==> config.mk <==
export PLATFORM = sky130hd
export DESIGN_NAME = clk_ctrl
export DESIGN_NICKNAME = d
export VERILOG_FILES = /design/src/rtl/clk_ctrl_pkg.sv /design/src/rtl/clk_div_ch.sv /design/src/rtl/clk_ctrl.sv
export SDC_FILE = /design/constraint.sdc
export NUM_CORES = 1
export LEC_CHECK = 0
export CAP_MARGIN = 20
export CORE_ASPECT_RATIO = 0.8
export CORE_MARGIN = 2
export CORE_UTILIZATION = 27
export DETAILED_ROUTE_END_ITERATION = 8
export SETUP_SLACK_MARGIN = 0.15
export SLEW_MARGIN = 25
export SYNTH_ARGS = -nofsm -noshare
export SYNTH_HDL_FRONTEND = slang
export SYNTH_SLANG_ARGS = --single-unit
export TNS_END_PERCENT = 30
==> constraint.sdc <==
create_clock -name clk -period 3.2 [get_ports clk]
set_clock_uncertainty 0.15 [all_clocks]
set_input_delay 0.8 -clock clk [delete_from_list [all_inputs] [get_ports clk]]
set_output_delay 0.8 -clock clk [all_outputs]
set_load 0.02 [all_outputs]
==> src/rtl/clk_ctrl_pkg.sv <==
// Shared constants for the clock-enable controller: mode encoding,
// control FSM states and default parameter values.
package clk_ctrl_pkg;

  localparam logic [1:0] MODE_RUN  = 2'd0;
  localparam logic [1:0] MODE_HALT = 2'd1;
  localparam logic [1:0] MODE_STEP = 2'd2;
  localparam logic [1:0] MODE_RSVD = 2'd3;

  typedef enum logic [1:0] {
    ST_RUN       = 2'd0,
    ST_HALT      = 2'd1,
    ST_STEP_IDLE = 2'd2,
    ST_STEP_FIRE = 2'd3
  } ctrl_state_e;

  localparam int DEF_NUM_CH  = 2;
  localparam int DEF_DIV_W   = 16;
  localparam int DEF_RST_DIV = 0;

  // Channel-select width; a single channel still needs one select bit.
  function automatic int ch_width(input int n);
    return (n > 1) ? $clog2(n) : 1;
  endfunction

endpackage

==> src/rtl/clk_div_ch.sv <==
// One clock-enable channel: free-running counter against a divide
// register, terminal-count detect and a registered one-cycle ce strobe.
module clk_div_ch
  import clk_ctrl_pkg::*;
#(
  parameter int DIV_W   = DEF_DIV_W,
  parameter int RST_DIV = DEF_RST_DIV
) (
  input  logic             clk,
  input  logic             rst_n,
  input  logic             run,
  input  logic             fire,
  input  logic             load,
  input  logic [DIV_W-1:0] load_div,
  output logic             ce,
  output logic             tc
);

  logic [DIV_W-1:0] count;
  logic [DIV_W-1:0] div;

  assign tc = (count == div);

  // Count in RUN, clear on a step, hold otherwise; a divide loaded while
  // halted that is smaller than the held count restarts the count at 0.
  always_ff @(posedge clk or negedge rst_n) begin
    if (!rst_n) begin
      count <= '0;
      div   <= DIV_W'(RST_DIV);
      ce    <= 1'b0;
    end else begin
      ce <= 1'b0;
      if (fire) begin
        count <= '0;
        ce    <= 1'b1;
      end else if (run) begin
        if (tc) begin
          count <= '0;
          ce    <= 1'b1;
        end else begin
          count <= count + 1'b1;
        end
      end else if (load && (count > load_div)) begin
        count <= '0;
      end
      if (load) begin
        div <= load_div;
      end
    end
  end

endmodule

==> src/rtl/clk_ctrl.sv <==
// Clock-enable controller: RUN/HALT/STEP control FSM, step edge detect
// and a single-slot divide-update handshake feeding NUM_CH channels.
module clk_ctrl
  import clk_ctrl_pkg::*;
#(
  parameter int NUM_CH  = DEF_NUM_CH,
  parameter int DIV_W   = DEF_DIV_W,
  parameter int RST_DIV = DEF_RST_DIV
) (
  input  logic                        clk,
  input  logic                        rst_n,
  input  logic [1:0]                  mode,
  input  logic                        step_req,
  input  logic                        cfg_valid,
  output logic                        cfg_ready,
  input  logic [ch_width(NUM_CH)-1:0] cfg_ch,
  input  logic [DIV_W-1:0]            cfg_div,
  output logic [NUM_CH-1:0]           ce,
  output logic                        running
);

  localparam int CH_W = ch_width(NUM_CH);

  ctrl_state_e       state;
  ctrl_state_e       state_next;
  logic              step_q;
  logic              step_rise;
  logic              run_en;
  logic              fire_en;
  logic              ready_en;
  logic              pend_valid;
  logic [CH_W-1:0]   pend_ch;
  logic [DIV_W-1:0]  pend_div;
  logic              pend_hit;
  logic              pend_discard;
  logic              pend_apply;
  logic [NUM_CH-1:0] tc;
  logic [NUM_CH-1:0] load;

  assign step_rise = step_req & ~step_q;

  // State register, with running tracking the state it is entering.
  always_ff @(posedge clk or negedge rst_n) begin
    if (!rst_n) begin
      state   <= ST_HALT;
      running <= 1'b0;
    end else begin
      state   <= state_next;
      running <= (state_next == ST_RUN);
    end
  end

  // Mode is followed every cycle; only an armed step state can fire.
  always_comb begin
    state_next = ST_HALT;
    case (mode)
      MODE_RUN:  state_next = ST_RUN;
      MODE_STEP: state_next = (state == ST_STEP_IDLE && step_rise) ? ST_STEP_FIRE
                                                                   : ST_STEP_IDLE;
      default:   state_next = ST_HALT;
    endcase
  end

  // Decode state into the channel controls.
  always_comb begin
    run_en  = (state == ST_RUN);
    fire_en = (state == ST_STEP_FIRE);
  end

  // Remember the previous step level for rising-edge detection.
  always_ff @(posedge clk or negedge rst_n) begin
    if (!rst_n) begin
      step_q <= 1'b0;
    end else begin
      step_q <= step_req;
    end
  end

  // Route the pending update to its channel: at terminal count while
  // running so no period is cut short, immediately otherwise.
  always_comb begin
    load     = '0;
    pend_hit = 1'b0;
    for (int i = 0; i < NUM_CH; i++) begin
      if (pend_ch == CH_W'(i)) begin
        pend_hit = 1'b1;
        load[i]  = pend_valid && (!run_en || tc[i]);
      end
    end
  end

  assign pend_discard = pend_valid & ~pend_hit;
  assign pend_apply   = (|load) | pend_discard;
  assign cfg_ready    = ready_en & ~pend_valid;

  // Single pending slot; ready_en keeps cfg_ready low until the first clock.
  always_ff @(posedge clk or negedge rst_n) begin
    if (!rst_n) begin
      ready_en   <= 1'b0;
      pend_valid <= 1'b0;
      pend_ch    <= '0;
      pend_div   <= '0;
    end else begin
      ready_en <= 1'b1;
      if (cfg_valid && cfg_ready) begin
        pend_valid <= 1'b1;
        pend_ch    <= cfg_ch;
        pend_div   <= cfg_div;
      end else if (pend_apply) begin
        pend_valid <= 1'b0;
      end
    end
  end

  for (genvar g = 0; g < NUM_CH; g++) begin : g_ch
    clk_div_ch #(
      .DIV_W  (DIV_W),
      .RST_DIV(RST_DIV)
    ) u_ch (
      .clk     (clk),
      .rst_n   (rst_n),
      .run     (run_en),
      .fire    (fire_en),
      .load    (load[g]),
      .load_div(pend_div),
      .ce      (ce[g]),
      .tc      (tc[g])
    );
  end

endmodule

* Yosys cells after proc, flatten, opt, wreduce, memory -nomap -nowiden
Index checks and enable logic that the tools add are counted.
** Storage, ports and cells
- Bits in registers :: 89
- Logic and storage cells :: 62
- Output and inout bits :: 4
- Input port bits :: 23
** Cells by class
- Bitwise logic cells :: 4
- Add/sub/neg operators :: 2
- Equality and inequality tests :: 5
- Reductions and logical operators :: 16
- Magnitude comparators :: 2
- Muxes and demuxes :: 20
** Operator list (number)
- two-way mux 16 bit :: 8
- adder 16 x 1 -> 16 bit, second input constant :: 2
- equality test 16 bit :: 2
- > comparator 16 bit :: 2
- two-way mux 1 bit :: 11
- equality test 2 bit, second input constant :: 3
- logical AND 1 bit :: 6
- zero test 2 bit :: 3
- nonzero test 3 bit :: 2
- one-hot mux 2 bit (2 select lines) :: 1
- AND 1 bit :: 2
- logical OR 1 bit :: 2
- NOT 1 bit :: 2
- nonzero test 2 bit :: 1
- OR reduction 2 bit :: 1
- zero test 1 bit :: 1

* Depth between registers and ports, before layout
Gate-level depths: netlist (run 1).
- Depth after elaboration :: 9
- Mapped depth :: 9
- Gate-level depth less buffers :: 8

* Modules after synthesis
From an unflattened synthesis (run 1), not the netlist that was laid out.
** Unflattened totals
- Cells, all modules :: 521
- Area, all modules :: 5358.9 um^2
** By module, submodules not included
- clk_div_ch :: cells each 233, area an instance 2217.1 um^2, times used 2
- clk_ctrl :: cells each 55, area an instance 924.6 um^2, times used 1

* Worst setup path before layout (run 1)
Ideal clock, no wire load.
- Path kind :: reg2reg
- Start point :: register g_ch[1].u_ch.count[0]
- End point :: register g_ch[1].u_ch.count[14]
- Slack :: 0.610 ns
- Stages on the path, launching flop included :: 9
- Path buffers :: 1
- Required time :: 2.970 ns
- Arrival :: 2.360 ns
- Library setup time :: 0.080 ns
- Cell sequence :: dfrtp_1 > ha_1 > nand3_2 > or3_4 > or3_1 > clkbuf_2 > or4_1 > or4_1 > o211ai_2
** Between the ends
- Cells in the longest elaborated chain, start to end :: 6
- Elaborated cells on any way between the ends :: 11
- Those cells by class :: add/sub: 1; order compare: 1; eq/ne: 1; mux: 4; reduce/logical: 4
** Ends and longest elaborated chain
- start: declaration :: RTL line clk_div_ch.sv:19 : logic [DIV_W-1:0] count;
- start signal: assignment :: RTL line clk_div_ch.sv:41 : count <= count + 1'b1;
- parallel branches: the longest is 6 deep, another holds adder 16 x 1 -> 16 bit
Several ways; the timed one is not identified.
A chain may end at the register's enable or synchronous reset.

* Worst setup path in the final report (run 1)
Same ends and word-level chain as after synthesis.

==> out/qor.csv, run 1 <==
metric,value,unit
# hold bufs at CTS,0,
Switching Power,1.62,mW
area fraction in compound gates after synthesis,14.4,%
Startpoint Class,register,
Mean Syn Cell Area,9.67,um2
Worst EP required,3.32,ns
Die X,155,um
CP Launch Point,g_ch[1].u_ch.count[0]$_DFFE_PN0P_,
Via Count,3711,
IO buf count,26,
Row Count,44,
pin count of the biggest net entering global routing,50,
crit path cell chain,"ha_1, nand3_2, or3_4, or3_1, or4_1, or4_1, o211ai_2",
Logic pwr share,34.2,%
sw frac,37.9,%
Buf/Inv on CP,0,
type of the worst setup path,register to register,
Post-CTS Resized,0,
sequential power share,41.6,%
Synth Flop Type,dfrtp_1,
CP Max Fanout,6,
area delta synth->final,17.8,%
Clock Sinks,89,
GRT Total Usage,13.1,%
global-route wire length before repair,20000,um
Clk pwr share,24.3,%
Final period util,84.4,%
Post-Syn Nets,571,
highest-count cells in the layout ignoring fill and taps,"dfrtp_1 (88), nand2_1 (62), o21ai_1 (40)",
Placer Congestion,0.830,
Post-Synth XOR/XNOR Area,6.03,%
power per standard cell area,734,mW/mm2
routed wire length per instance,15.2,um
TritonCTS Buffers,9,
fin nets,605,
Synth async-reset ratio,100,%
Starting Density,27.4,%
CTS H-tree depth,3,
slowest CP cell,dfrtp_1,
vias in the first global route,3596,
Antenna Nets Post-Route,0,
Antenna Diode Count,0,
initial DRC count,302,
multiplexer share of the synthesized area,4.53,%
clk_lat worst skew,0.35,ns
core area,0.0181,mm2
layout cell share with drive strength beyond 1,9.82,%
overall power consumption,4.27,mW
Pre-Repair DR Iteration Count,4,
GR Overflow Total,0,
"commonest non-fill, non-tap cell in the layout",dfrtp_1,
run status,"finished, final reports clean",
Post-synth EDFFs,0,
Pins Over Slew Limit,0,
relative slew slack,42.5,%
HP Class,primary input to async pin,
Root Driver,clkbuf_16,
simple-gate share of the synthesized area,16.2,%
sequential share of the synthesized area,45.1,%
clock-pin slew on the worst setup and hold paths,0.07,ns
die footprint,0.0194,mm2
r2r startpoint,g_ch[1].u_ch.count[0]$_DFFE_PN0P_,
Worst Setup End Kind,register,
Leakage,2.52,nW
Arrival @ worst endpoint,2.82,ns
clock buffer depth,2,
Final Util,32.2,%
Fin. Hold Viols,0,
CP dominant cell by count,or4_1,
Fmax,370,MHz
flip-flop and latch count after synthesis,89,
Period minus WS final,2.70,ns
PnR worst setup slack,0.499,ns
initial antenna violation count,0,
hold slack,0.289,ns
internal power,2.65,mW
pre-CTS setup slack,0.515,ns
Netlist cell types,55,
synthesized netlist cell count,511,
main combinational cell family by area after synthesis,simple AND/OR/NAND/NOR gates,
Worst-Margin Slew,0.859,ns
Die Y,125,um
Max-Cap Viols,0,
Post-CTS Setup Bufs,0,
IO Pins,27,
DR vias/cell,4.76,
DRC viols,0,
TNS Setup,0,ns
Synth Area in Adders,9.37,%
Synth Cell Area,0.00494,mm2
Worst path max stage delay,0.44,ns
CTS tree,built,
Yosys warnings,0,
Peak VDD IR,0.338,mV
"delay-heaviest family, CP",simple AND/OR/NAND/NOR gates,
Routed Wire Length,11800,um
HPWL Detailed,8690,um
final setup violation count,0,
RSZ-0062 raised after global routing,no,
==> stage by stage <==
stage | std cells | instance area, um2
after CTS | 780 | 5820
after global placement | 764 | 5530
after global routing | 780 | 5820
after floorplan | 511 | 4940
after detailed placement | 764 | 5540
final | 780 | 5820
==> worst register-to-register path: cells and delay by family (launching register included) <==
family / cells / cell delay [ns]
compound gates: 1 / 0.07
fa+ha+maj: 1 / 0.24
simple gates: 5 / 1.72
flops: 1 / 0.44
==> state kept, by name (all words and copies together), names as in the netlist <==
signal           cells
pend_valid           1
g_ch.u_ch.count     32
pend_div            16
step_q               1
pend_ch              1
g_ch.u_ch.div       32
g_ch.u_ch.ce         2
state                2
ready_en             1
running              1
==> kinds of logic after synthesis <==
group / count (synthesis)
xor gates and xnor gates: 34
AOI/OAI and AO/OA: 116
DFF: 89
and+or+nand+nor: 160
other: 1
muxes: 20
adders and majority gates: 37
buffers and inverters: 54
==> cells in the mapped netlist, types with 2 or more instances <==
master,count,area share (%)
nand2b_1,3,0.38
a21o_1,8,1.2
nand2_1,62,4.7
nand3_1,18,1.8
mux2_1,2,0.46
o21ai_0,6,0.61
or4_1,2,0.30
mux2_2,17,3.9
dfrtp_1,88,45
o211ai_1,9,1.4
xor2_1,2,0.35
o31ai_1,3,0.46
nor2b_1,3,0.38
o21ai_1,40,4.1
buf_4,2,0.30
a41o_1,2,0.41
a31oi_1,13,1.6
o22ai_1,2,0.25
a21oi_1,19,1.9
a22o_1,3,0.53
nor2_1,20,1.5
and2_1,2,0.25
ha_1,37,9.4
inv_1,38,2.9
a41oi_1,2,0.35
a221o_1,2,0.41
or3_1,7,0.89
xnor2_1,32,5.7
clkbuf_1,11,0.84
and3_1,3,0.38
nor3_1,8,0.81
nor4_1,11,1.4
nand4_1,12,1.5
==> power groups by stage <==
| stage | clock (mW) | combinational [mW] | sequential, mW |
|---|---|---|---|
| after floorplan | 0 | 1.08 | 1.70 |
| after global placement | 0 | 1.44 | 1.78 |
| after detailed placement | 0 | 1.47 | 1.79 |
| after CTS | 1.06 | 1.47 | 1.78 |
| after global routing | 1.11 | 1.68 | 1.83 |
| final | 1.04 | 1.46 | 1.78 |
==> routing by layer <==
metal / track usage [%] / wire [um]
met1: 21.5 / 6730
met2: 17.0 / 4530
met3: 2.67 / 435
met4: 3.02 / 126
met5: 0 / 0
==> area by class of cell <==
| type | count | area, um2 |
|---|---|---|
| multi-input combinational | 368 | 2510 |
| inverter | 39 | 146 |
| tap | 230 | 288 |
| timing repair buffer | 38 | 360 |
| clock buffer | 9 | 225 |
| clock inverter | 7 | 62.6 |
| fill | 1850 | 12200 |
| sequential | 89 | 2230 |
==> worst paths after layout <==
path / endpoint / slack [ns] / cells past startpoint
hold / removal: g_ch[0].u_ch.count[2]$_DFFE_PN0P_ / 0.29 / 1
setup / recovery: g_ch[1].u_ch.count[14]$_DFFE_PN0P_ / 0.50 / 7
setup reg to reg: g_ch[1].u_ch.count[14]$_DFFE_PN0P_ / 0.50 / 7
hold reg to reg: pend_div[2]$_DFFE_PN0P_ / 0.36 / 1
max in group asynchronous: state[0]$_DFF_PN1_ / 1.90 / 2
min in group clk: pend_div[2]$_DFFE_PN0P_ / 0.36 / 1
No activity file was read; power rests on OpenSTA's default activity.
==> run 2: changes to the inputs <==
Clock period 3.2 ns to 2.6 ns, I/O delays scaled along.
==> run 2 against run 1 <==
Clock power grew 46%. Worst setup slack lost 0.36 ns. Register-to-register slack lost 0.36 ns. Clock-buffer cell count grew 1. Combinational power grew 48%. First-iteration DRC count shrank 15%. Worst hold slack lost 0.17 ns. Power grew 37%. Die area is the same. Core utilization grew 4.1 points. Sequential power grew 22%. Critical endpoint unchanged.
==> out/qor.csv, run 2 (synthesis gave the netlist of run 1 again) <==
metric,value,unit,change
R2R depth,7,,unchanged
relative slew slack,65.9,%,+23 points
layout cell share with drive strength beyond 1,24.9,%,+15 points
DRC viols,0,,unchanged
Pins Over Slew Limit,0,,unchanged
routed wire length per instance,15.8,um,+4.0%
IO buf count,26,,unchanged
IO Pins,27,,unchanged
initial DRC count,256,,-15%
Via Count,4040,,+8.9%
pin count of the biggest net entering global routing,38,,-24%
Antenna Diode Count,0,,unchanged
top sig layer,met4,,
Worst path max stage delay,0.42,ns,-0.02 ns
stages on the worst setup path,7,,unchanged
Startpoint Class,register,,
Placer Congestion,0.862,,+3.9%
crit path cell chain,"ha_2, nand3_2, or3_4, or3_4, or4_4, or4_4, o211ai_2",,
Worst-Margin Slew,0.507,ns,-0.351 ns
slowest CP cell,or4_4,,
Worst Setup End Kind,register,,
RSZ-0062 raised after global routing,yes,,
clk_lat worst skew,0.35,ns,about the same
CTS tree,built,,
Die Y,125,um,unchanged
Antenna Nets Post-Route,0,,unchanged
"delay-heaviest family, CP",simple AND/OR/NAND/NOR gates,,
Pre-Repair DR Iteration Count,4,,unchanged
DR vias/cell,4.88,,+2.6%
Filler Cells Inserted,1834,,-0.86%
met3 wire length,695,um,+60%
GRT Total Usage,14.0,%,+0.98 points
Metal-1 WL,7020,um,+4.3%
Worst EP required,2.73,ns,-0.59 ns
Peak VDD IR,0.467,mV,+38%
area occupied by multi-input gates,0.00280,mm2,+11%
HPWL Detailed,9240,um,+6.4%
TNS Setup,0,ns,unchanged
run status,"finished, final reports clean",,
overall power consumption,5.86,mW,+37%
area delta synth->final,32.8,%,
Fin. Hold Viols,0,,unchanged
core area,0.0181,mm2,unchanged
Die X,155,um,unchanged
Max-Cap Viols,0,,unchanged
global-route wire length before repair,21100,um,+5.7%
CP Max Fanout,3,,-3
"commonest non-fill, non-tap cell in the layout",dfrtp_1,,
fin nets,653,,+7.9%
clock-pin slew on the worst setup and hold paths,0.07,ns,about the same
die footprint,0.0194,mm2,unchanged
Row Count,44,,unchanged
initial antenna violation count,0,,unchanged
Largest regs,"g_ch.u_ch.count x32, g_ch.u_ch.div x32, pend_div x16",,
GR Overflow Total,0,,unchanged
power per standard cell area,893,mW/mm2,+22%
register area,0.00223,mm2,+0.17%
clock buffer depth,2,,unchanged
Buf/Inv on CP,0,,unchanged
Clock Sinks,89,,unchanged
met2 WL,5210,um,+15%
Root Driver,clkbuf_16,,
highest-count cells in the layout ignoring fill and taps,"dfrtp_1 (85), nand2_1 (61), buf_4 (53)",,
Leakage,2.84,nW,+12%
Period minus WS final,2.47,ns,-0.236 ns
Routed Wire Length,13000,um,+10%
vias in the first global route,3769,,+4.8%
Starting Density,27.4,%,unchanged
Final period util,94.8,%,+10 points
type of the worst setup path,register to register,,
CTS H-tree depth,3,,unchanged
HP Class,primary input to async pin,,
Fmax,406,MHz,+9.6%
TritonCTS Buffers,9,,unchanged
Arrival @ worst endpoint,2.59,ns,-0.23 ns
final setup violation count,0,,unchanged
## run 2: cell types whose count changed in the layout (fill, tap and decap cells not counted), moves of 4 or more
cell / before / now
buf_4: 12 / 53
inv_1: 38 / 33
buf_6: 0 / 6
xnor2_1: 32 / 28
o21ai_1: 40 / 34
o21ai_2: 0 / 6
ha_1: 37 / 28
a31oi_2: 0 / 4
a31oi_1: 13 / 9
xnor2_2: 0 / 4
ha_4: 0 / 8
inv_2: 1 / 6
## run 2: worst paths after layout
kind | slack, ns | end | start
setup / recovery | 0.13 | g_ch[1].u_ch.count[14]$_DFFE_PN0P_ | g_ch[1].u_ch.count[0]$_DFFE_PN0P_
hold / removal | 0.12 | g_ch[0].u_ch.count[0]$_DFFE_PN0P_ | rst_n
hold reg to reg | 0.35 | pend_div[1]$_DFFE_PN0P_ | pend_div[1]$_DFFE_PN0P_
min in group clk | 0.35 | pend_div[1]$_DFFE_PN0P_ | pend_div[1]$_DFFE_PN0P_
setup reg to reg | 0.13 | g_ch[1].u_ch.count[14]$_DFFE_PN0P_ | g_ch[1].u_ch.count[0]$_DFFE_PN0P_
max in group asynchronous | 1.55 | pend_div[9]$_DFFE_PN0P_ | rst_n
## run 2: cell type report
class,instances,share of cell area (%)
Clock buffer,10,3.64
Clock inverter,6,1.60
Inverter,39,2.23
Multi-Input combinational cell,368,42.6
Sequential cell,89,34.0
Tap cell,230,4.39
Timing Repair Buffer,86,11.5
## run 2: metal layers
| layer | GRT usage [%] | up-vias |
|---|---|---|
| met4 | 3.29 | 0 |
| met2 | 18.2 | 103 |
| met5 | 0 | - |
| li1 | - | 1988 |
| met1 | 22.5 | 1940 |
| met3 | 4.02 | 9 |
## run 2: through the flow
step	instances	util [%]	hold slack, ns	instance area, um2	setup WS, ns
after floorplan	511	-	0.204	4940	0.0121
after global placement	797	32.1	0.338	5790	0.0468
after global routing	828	36.3	0.134	6560	0.0329
after CTS	821	34.6	0.127	6250	0.121
final	828	36.3	0.117	6560	0.134
after detailed placement	797	32.1	0.344	5790	-0.00203
## run 2: repair_timing
action                                  in CTS  in global routing
cloned                                       1                  1
gates resized for setup                     11                 49
hold buffers                                 0                  0
setup buffers                                7                  6
pin swaps                                    5                 18
endpoints found under the setup margin      27                 52
## run 2: power breakdown
group | leakage, nW | total, mW | internal [mW] | switching [mW]
logic | 1.53 | 2.16 | 0.982 | 1.18
clock network | 0.172 | 1.52 | 0.961 | 0.559
registers | 1.13 | 2.18 | 1.82 | 0.360
total | 2.84 | 5.86 | 3.76 | 2.10
==> run 3: changes to the inputs <==
Settings changed: CORE_MARGIN 2 to 1.5.
==> run 3 against run 2 <==
First-iteration DRC count up 15%. Register-to-register slack about the same. Worst setup slack got worse by 0.012 ns. Global-route usage grew 0.20 points. Largest cell class unchanged. Sequential power about the same. Non-clock buffer count fell by 5. Worst hold slack better by 0.029 ns. Combinational power decreased by 6%. Wire length decreased by 2.0%. Highest routed layer unchanged.
==> out/qor.csv, run 3 (synthesis gave the netlist of run 1 again) <==
metric,value,unit,change
sequential power share,39.4,%,+2.3 points
Arrival @ worst endpoint,2.59,ns,about the same
routed wire length per instance,15.5,um,-1.4%
DRC viols,0,,unchanged
power per standard cell area,874,mW/mm2,-2.1%
"Cell Area, Placed",0.00577,mm2,-0.39%
Fmax,404,MHz,-0.47%
GR Overflow Total,0,,unchanged
Worst Setup End Kind,register,,
Pre-Repair DR Iteration Count,4,,unchanged
Placed Cells,794,,-0.38%
type of the worst setup path,register to register,,
pre-CTS setup slack,0.0580,ns,+0.0600 ns
hold slack,0.146,ns,+0.0293 ns
clock-pin slew on the worst setup and hold paths,0.07,ns,about the same
Fin. Hold Viols,0,,unchanged
"commonest non-fill, non-tap cell in the layout",dfrtp_1,,
Via Count,3949,,-2.3%
highest-count cells in the layout ignoring fill and taps,"dfrtp_1 (86), nand2_1 (62), buf_4 (52)",,
Row Count,44,,unchanged
core area,0.0181,mm2,unchanged
Largest regs,"g_ch.u_ch.count x32, g_ch.u_ch.div x32, pend_div x16",,
initial DRC count,295,,+15%
Non-Filler Instances,823,,-0.60%
Final Util,35.3,%,-1.0 points
Die X,154,um,-0.64%
Filler Cells Inserted,1814,,-1.1%
Starting Density,27.4,%,unchanged
Die Y,124,um,-0.80%
CTS H-tree depth,3,,unchanged
Antenna Diode Count,0,,unchanged
IO Pins,27,,unchanged
Clock Sinks,89,,unchanged
vias in the first global route,3821,,+1.4%
internal power,3.53,mW,-6.0%
overall power consumption,5.57,mW,-4.9%
CP Max Fanout,3,,unchanged
post-route cell area,0.00638,mm2,-2.8%
final setup violation count,0,,unchanged
DR vias/cell,4.80,,-1.7%
global-route wire length before repair,20700,um,-1.8%
Logic pwr share,36.4,%,-0.5 points
PnR worst setup slack,0.123,ns,-0.0117 ns
initial antenna violation count,0,,unchanged
TNS Setup,0,ns,unchanged
pin count of the biggest net entering global routing,42,,+11%
Max-Cap Viols,0,,unchanged
CTS tree,built,,
Leakage,2.78,nW,-1.9%
register area,0.00223,mm2,about the same
run status,"finished, final reports clean",,
# hold bufs at CTS,0,,unchanged
area delta synth->final,29.1,%,
TritonCTS Buffers,9,,unchanged
Peak VDD IR,0.424,mV,-9.2%
layout cell share with drive strength beyond 1,22.1,%,-2.8 points
Root Driver,clkbuf_16,,
IO buf count,26,,unchanged
sw frac,36.6,%,+0.80 points
relative slew slack,41.9,%,-24 points
Final period util,95.3,%,+0.45 points
Startpoint Class,register,,
Routed Wire Length,12800,um,-2.0%
die footprint,0.0191,mm2,-1.4%
GRT Total Usage,14.2,%,+0.20 points
Pins Over Slew Limit,0,,unchanged
clk_lat worst skew,0.34,ns,about the same
Period minus WS final,2.48,ns,+0.0117 ns
clock buffer depth,2,,unchanged
Clk pwr share,24.2,%,-1.7 points
area occupied by multi-input gates,0.00270,mm2,-3.4%
Antenna Nets Post-Route,0,,unchanged
Worst-Margin Slew,0.868,ns,+0.361 ns
Placer Congestion,0.835,,-3.2%
fin nets,648,,-0.77%
Worst EP required,2.71,ns,-0.02 ns
Switching Power,2.04,mW,-2.8%
HPWL Detailed,9380,um,+1.4%
HP Class,primary input to async pin,,
RSZ-0062 raised after global routing,yes,,
run 3: cell types whose count changed in the layout (fill, tap and decap cells not counted), moves of 2 or more:
cell / previous run / this run
ha_4: 8 / 4
xnor2_2: 4 / 2
ha_1: 28 / 32
a31oi_2: 4 / 1
clkinv_2: 3 / 1
a31oi_1: 9 / 12
bufinv_16: 3 / 1
buf_6: 6 / 2
run 3: final cells by class:
cell class	count	share of cell area, %
multi-input cells	368	42.4
flip-flops and latches	89	35.0
repair buffers	81	11.0
well taps	230	4.51
clock buffers	12	4.02
inverters	39	2.30
clock inverters	4	0.804
run 3: per-layer routing:
layer | global-route usage (%) | up-vias | part of all wire (%)
li1 | - | 1981 | -
met1 | 21.8 | 1875 | 53
met2 | 19.8 | 78 | 40
met3 | 2.92 | 15 | 5.0
met4 | 4.51 | 0 | 1.5
met5 | 0 | - | 0
run 3: repair_timing:
action | in CTS | in global routing
pin swaps | 5 | 11
gates cloned | 1 | 0
gates resized for setup | 14 | 28
buffers inserted | 5 | 7
setup endpoints to repair | 16 | 59
run 3: worst max-delay path, stage by stage (launching register included):
cell and delay [ns]:
dfrtp_1 0.36, ha_2 0.19, nand3_2 0.09, or3_4 0.35, or3_4 0.34, or4_4 0.43, or4_4 0.43, o211ai_2 0.07
run 3: power by group through the flow:
stage | Combinational, mW | Sequential [mW] | Clock [mW]
2_1_floorplan | 1.33 | 2.09 | 0
3_3_place_gp | 1.84 | 2.18 | 0
3_5_place_dp | 1.88 | 2.20 | 0
4_1_cts | 1.92 | 2.18 | 1.38
5_1_grt | 2.29 | 2.26 | 1.44
6_report | 2.03 | 2.20 | 1.35
run 3: final timing paths:
check / cells past startpoint / end / startpoint / slack (ns)
max reg2reg: 7 / g_ch[1].u_ch.count[14]$_DFFE_PN0P_ / g_ch[1].u_ch.count[1]$_DFFE_PN0P_ / 0.12
min reg2reg: 1 / pend_div[3]$_DFFE_PN0P_ / pend_div[3]$_DFFE_PN0P_ / 0.35
min in group clk: 1 / pend_div[3]$_DFFE_PN0P_ / pend_div[3]$_DFFE_PN0P_ / 0.35
max in group asynchronous: 2 / g_ch[1].u_ch.div[8]$_DFFE_PN0P_ / rst_n / 1.47
max: 7 / g_ch[1].u_ch.count[14]$_DFFE_PN0P_ / g_ch[1].u_ch.count[1]$_DFFE_PN0P_ / 0.12
min: 1 / g_ch[0].u_ch.count[6]$_DFFE_PN0P_ / rst_n / 0.15
